===== config.mk =====
export PLATFORM = sky130hd
export DESIGN_NAME = fifo_status
export DESIGN_NICKNAME = d
export VERILOG_FILES = /design/src/rtl/fifo_pkg.sv /design/src/rtl/fifo_watermark_fsm.sv /design/src/rtl/fifo_status.sv
export SDC_FILE = /design/constraint.sdc
export NUM_CORES = 1
export LEC_CHECK = 0
export CAP_MARGIN = 30
export CELL_PAD_IN_SITES_DETAIL_PLACEMENT = 1
export CELL_PAD_IN_SITES_GLOBAL_PLACEMENT = 2
export CORE_MARGIN = 5
export CORE_UTILIZATION = 26
export DETAILED_ROUTE_END_ITERATION = 6
export HOLD_SLACK_MARGIN = 0.06
export PLACE_DENSITY = 0.91
export SETUP_SLACK_MARGIN = 0.4
export SYNTH_ARGS = -nofsm -noshare
export SYNTH_HDL_FRONTEND = slang
export SYNTH_SLANG_ARGS = --single-unit

===== constraint.sdc =====
create_clock -name clk -period 2.7 [get_ports clk]
set_input_delay 0.27 -clock clk [delete_from_list [all_inputs] [get_ports clk]]
set_output_delay 0.27 -clock clk [all_outputs]
set_load 0.05 [all_outputs]

===== src/rtl/fifo_pkg.sv =====
// Shared constants and types for the pointer-based FIFO status logic.
package fifo_pkg;

  localparam int ADDR_W = 9;
  localparam int PTR_W  = ADDR_W + 1;
  localparam int DEPTH  = 1 << ADDR_W;

  typedef enum logic [1:0] {
    WM_LOW  = 2'b00,
    WM_MID  = 2'b01,
    WM_HIGH = 2'b10
  } wm_state_e;

  // Occupancy from wrap-bit pointers; modular subtraction handles wrap.
  function automatic logic [PTR_W-1:0] fifo_level(input logic [PTR_W-1:0] wptr,
                                                  input logic [PTR_W-1:0] rptr);
    return wptr - rptr;
  endfunction

endpackage


===== src/rtl/fifo_watermark_fsm.sv =====
// Almost-full / almost-empty watermarks with hysteresis.
//
//   state | meaning
//   LOW   | level at or below AE_THR, not yet above AE_THR+HYST (almost empty)
//   MID   | between the two watermark bands
//   HIGH  | level at or above AF_THR, not yet below AF_THR-HYST (almost full)
//   2'b11 | unused, recovers to LOW
module fifo_watermark_fsm
  import fifo_pkg::*;
#(
  parameter int AF_THR = 480,
  parameter int AE_THR = 32,
  parameter int HYST   = 8
) (
  input  logic             clk,
  input  logic             rst_n,
  input  logic [PTR_W-1:0] level_i,
  output logic             almost_full_o,
  output logic             almost_empty_o
);

  localparam logic [1:0] S_LOW  = WM_LOW;
  localparam logic [1:0] S_MID  = WM_MID;
  localparam logic [1:0] S_HIGH = WM_HIGH;

  localparam logic [PTR_W-1:0] AE_LVL = PTR_W'(AE_THR);
  localparam logic [PTR_W-1:0] AE_REL = PTR_W'(AE_THR + HYST);
  localparam logic [PTR_W-1:0] AF_LVL = PTR_W'(AF_THR);
  localparam logic [PTR_W-1:0] AF_REL = PTR_W'(AF_THR - HYST);

  logic [1:0] state_q, state_d;

  // Next state: hard thresholds first, hysteresis band only inside them.
  always_comb begin
    state_d = S_LOW;
    if (level_i <= AE_LVL) begin
      state_d = S_LOW;
    end else if (level_i >= AF_LVL) begin
      state_d = S_HIGH;
    end else begin
      case (state_q)
        S_LOW:   state_d = (level_i > AE_REL) ? S_MID : S_LOW;
        S_HIGH:  state_d = (level_i < AF_REL) ? S_MID : S_HIGH;
        S_MID:   state_d = S_MID;
        default: state_d = S_LOW;
      endcase
    end
  end

  // State register; reset lands in LOW since an empty FIFO is almost empty.
  always_ff @(posedge clk or negedge rst_n) begin
    if (!rst_n) state_q <= S_LOW;
    else        state_q <= state_d;
  end

  assign almost_empty_o = (state_q == S_LOW);
  assign almost_full_o  = (state_q == S_HIGH);

endmodule


===== src/rtl/fifo_status.sv =====
// FIFO status stage: full/empty/level from pointers, watermarks,
// sticky overflow/underflow and high-water mark.
module fifo_status
  import fifo_pkg::*;
#(
  parameter int AF_THR = 480,
  parameter int AE_THR = 32,
  parameter int HYST   = 8
) (
  input  logic             clk,
  input  logic             rst_n,
  input  logic             wr_i,
  input  logic             rd_i,
  input  logic [PTR_W-1:0] wptr_i,
  input  logic [PTR_W-1:0] rptr_i,
  input  logic             clr_sticky_i,
  output logic             fifo_full_o,
  output logic             fifo_empty_o,
  output logic             fifo_almost_full_o,
  output logic             fifo_almost_empty_o,
  output logic             fifo_overflow_o,
  output logic             fifo_underflow_o,
  output logic [PTR_W-1:0] fifo_level_o,
  output logic [PTR_W-1:0] fifo_hwm_o
);

  generate
    if ((AE_THR + HYST >= AF_THR - HYST) || (AF_THR > DEPTH)) begin : g_bad_params
      $error("fifo_status: watermark thresholds overlap or exceed DEPTH");
    end
  endgenerate

  logic [PTR_W-1:0] level;
  logic             full, empty;
  logic             ovf_q, ovf_d;
  logic             unf_q, unf_d;
  logic [PTR_W-1:0] hwm_q, hwm_d;

  assign level = fifo_level(wptr_i, rptr_i);
  assign empty = (wptr_i == rptr_i);
  assign full  = (wptr_i[PTR_W-1] != rptr_i[PTR_W-1]) &&
                 (wptr_i[ADDR_W-1:0] == rptr_i[ADDR_W-1:0]);

  // Sticky error flags and high-water mark; a new error wins over a clear.
  always_comb begin
    ovf_d = ovf_q;
    unf_d = unf_q;
    hwm_d = hwm_q;
    if (wr_i && full)      ovf_d = 1'b1;
    else if (clr_sticky_i) ovf_d = 1'b0;
    if (rd_i && empty)     unf_d = 1'b1;
    else if (clr_sticky_i) unf_d = 1'b0;
    if (clr_sticky_i)      hwm_d = level;
    else if (level > hwm_q) hwm_d = level;
  end

  // Status registers, survive pointer resets; only rst_n/clr_sticky clear them.
  always_ff @(posedge clk or negedge rst_n) begin
    if (!rst_n) begin
      ovf_q <= 1'b0;
      unf_q <= 1'b0;
      hwm_q <= '0;
    end else begin
      ovf_q <= ovf_d;
      unf_q <= unf_d;
      hwm_q <= hwm_d;
    end
  end

  fifo_watermark_fsm #(
    .AF_THR (AF_THR),
    .AE_THR (AE_THR),
    .HYST   (HYST)
  ) u_wm (
    .clk            (clk),
    .rst_n          (rst_n),
    .level_i        (level),
    .almost_full_o  (fifo_almost_full_o),
    .almost_empty_o (fifo_almost_empty_o)
  );

  assign fifo_full_o      = full;
  assign fifo_empty_o     = empty;
  assign fifo_level_o     = level;
  assign fifo_overflow_o  = ovf_q;
  assign fifo_underflow_o = unf_q;
  assign fifo_hwm_o       = hwm_q;

endmodule


==> impl_metrics.yaml <==
status:
  status: "complete, but fails checks"
  violations: "setup timing"
die:
  start_util_pct: 26.3
  die-height_um: 84.0
  core_mm2: 0.00541
  die_area_mm2: 0.00705
  num_rows: 27
  die_w_um: 84.0
  ios: 51
clocking:
  clk_pin_slew_ns: 0.06
  clock_latency_ns: 0.25
  cts_hold_buf: 0
  root_buffer: "clkbuf_8"
  clock_tree.buffer_depth: 2
  cts_tree: "done"
  cts_buffers: 3
  clkSinkCount: 14
  cts_max_level: 1
power_and_ir_drop:
  total_power_mw: 2.50
  p_per_area_mw_per_mm2: 809
  irDropWorstVdd_mv: 0.445
  leakage_nw: 1.39
  switchingPower_mw: 1.19
  seqPwrFrac_pct: 14.6
  clkPwrFrac_pct: 7.0
  p_sw_share_pct: 47.6
  combPwrFrac_pct: 78.3
  internal-power_mw: 1.31
timing:
  rsz0062_at_grt: "yes"
  min_period_ns: 2.95
  tightestPinTransition_ns: 0.670
  skew_ns: 0.00457
  setup_slack_ns: -0.251
  min_period_over_period_pct: 109
  hold_ws_ns: 0.430
  final-max-slew-violation-count: 0
  clock.fmax_ghz: 0.339
  maxSlewHeadroom_pct: 55.2
  setup_viol: 12
  hold_viol: 0
worst_setup_path:
  critPathLaunchType: "input pin"
  crit_fanout: 4
  critPathKind: "input pin to flip-flop"
  worst_setup_path_end_kind: "flip-flop"
  arrival_ns: 3.08
  crit_required_ns: 2.83
place:
  port_buffers: 50
  globalplace.congestion: 0.829
  hpwl_um: 4060
routing:
  num_vias: 1633
  drt_wl_total_um: 6210
  wire_per_inst_um: 18.1
  drt_first_pass_iters: 4
  ant_nets: 0
  vias_per_cell: 4.77
  drc: 0
  drt_first_iter_violations: 41
synthesis:
  synth-edff-count: 0
  syn-mean-instance-area_um2: 9.48
  synth_area_mm2: 0.00142
  ys_types: 44
  yosys_warnings: 0
  synth_nets: 193
  synthCells: 150
  synthFlopType: "dfrtp_1"
  synth_seq_cells: 14
  postSynth.asyncResetShare_pct: 100
  ys_seq_area_share_pct: 24.6
min_path:
  hp-class: "input pin to async pin"
final_layout:
  area_delta_synth_final_pct: 117
  utilization_pct: 57.2
  fin_nets: 315
  diodes: 0
  drive_gt1_share_pct: 60.4
grt:
  grt-ovfl-total: 0
  grt_max_degree: 15
  grt_pass1_wl_um: 9030
  grt_pass1_vias: 1855
  grt_antenna_before_repair: 0
  grt.total_usage_pct: 16.0
run:
  max-cap-violations: 0
[cell families (layout without fill, tap and decap cells)]
kind of cell / count (synthesis) / count (layout) / synth area share [%]
multiplexers: 10 / 10 / 9.85
adder cells (fa/ha/maj): 19 / 19 / 17.1
AO/OA/AOI/OAI: 38 / 38 / 22.5
buffers and inverters: 28 / 148 / 7.39
XOR/XNOR: 11 / 11 / 7.30
flip-flops: 14 / 14 / 24.6
AND/OR/NAND/NOR: 30 / 30 / 11.3
[routing by layer]
layer,GRT usage (%),routed length [um],vias to the layer above
li1,-,-,764
met1,16.1,2210,807
met2,31.5,3580,48
met3,2.57,260,14
met4,7.02,159,0
met5,0,0,-
[placed cells by master, fill, tap and decap left out, types with 4 or more instances in the layout]
master / count
buf_4: 49
buf_6: 21
clkdlybuf4s50_1: 20
inv_1: 16
dfrtp_1: 14
ha_4: 12
inv_2: 10
buf_12: 9
mux2_4: 8
clkbuf_2: 7
nand2_1: 5
o21ai_1: 5
ha_1: 5
dlygate4sd2_1: 5
a21o_1: 4
a21oi_1: 4
[power by group through the flow]
stage	registers, mW	logic [mW]	clock network [mW]
5_1_grt	0.380	2.05	0.188
4_1_cts	0.365	1.80	0.177
3_3_place_gp	0.365	1.55	0
6_report	0.365	1.96	0.176
3_5_place_dp	0.366	1.61	0
2_1_floorplan	0.596	0.764	0
[flip-flops by register name, summed over array words and instances (netlist names)]
name and flops:
u_wm.state_q 2, fifo_hwm_o 10, fifo_overflow_o 1, fifo_underflow_o 1
[area by class of cell]
class,count,area [um^2]
Inverter,28,121
Tap cell,72,90.1
Clock buffer,3,41.3
Sequential cell,14,350
Fill cell,573,2310
Timing Repair Buffer,117,1130
Multi-Input combinational cell,108,1350
[synthesized netlist by cell type, types with 2 or more instances]
| library cell | count | area share (%) |
|---|---|---|
| nand4_1 | 2 | 0.88 |
| mux2i_1 | 2 | 1.4 |
| xnor2_1 | 6 | 3.7 |
| nor2_1 | 7 | 1.8 |
| nor2b_1 | 3 | 1.3 |
| dfrtp_1 | 14 | 25 |
| or3_1 | 2 | 0.88 |
| o21ai_0 | 4 | 1.4 |
| a31oi_1 | 2 | 0.88 |
| a21oi_1 | 9 | 3.2 |
| nand2_1 | 5 | 1.3 |
| o21ai_1 | 4 | 1.4 |
| a21o_1 | 4 | 2.1 |
| inv_1 | 27 | 7.1 |
| nand3_1 | 4 | 1.4 |
| xor2_1 | 4 | 2.5 |
| mux2_4 | 8 | 8.4 |
| ha_1 | 17 | 15 |
[worst max-delay path, cell delays in order]
cell and delay [ns]:
buf_6 0.11, inv_12 0.04, ha_4 0.11, inv_2 0.04, fa_2 0.36, a21o_1 0.22, a31o_1 0.22, a21oi_4 0.22
xnor2_4 0.17, ha_4 0.23, nand4_1 0.10, nor2_2 0.07, a21oi_2 0.17, o211ai_2 0.12, o21ai_4 0.16, buf_6 0.15
mux2_4 0.31
[worst paths after layout]
check / start / end / slack, ns / cells after the start
max: wptr_i[0] / fifo_hwm_o[1] / -0.25 / 17
min reg2reg: u_wm.state_q[1] / u_wm.state_q[0] / 0.49 / 1
max reg2reg: fifo_hwm_o[3] / fifo_hwm_o[1] / 0.69 / 9
max in group asynchronous: rst_n / fifo_hwm_o[6] / 1.84 / 1
min: rst_n / fifo_hwm_o[8] / 0.43 / 1
min in group clk: u_wm.state_q[1] / u_wm.state_q[0] / 0.49 / 1
[repair_timing]
item / 4_1_cts / 5_1_grt
pin swaps: 32 / 16
setup endpoints to repair: 21 / 18
setup buffers: 21 / 7
hold endpoints to repair: 0 / 0
gates cloned: 0 / 0
resized for setup: 75 / 45
[per-stage QoR]
| step | TNS [ns] | cell area (um^2) | cells | setup WS (ns) |
|---|---|---|---|---|
| detailed placement | -11.67 | 2570 | 311 | -1.09 |
| finish | -2.71 | 3090 | 342 | -0.251 |
| global placement | -9.84 | 2570 | 311 | -0.933 |
| CTS | -1.91 | 2910 | 335 | -0.196 |
| floorplan | -3.87 | 1610 | 150 | -0.448 |
| global route | -4.10 | 3090 | 342 | -0.372 |
(Power assumes the default switching activity.)
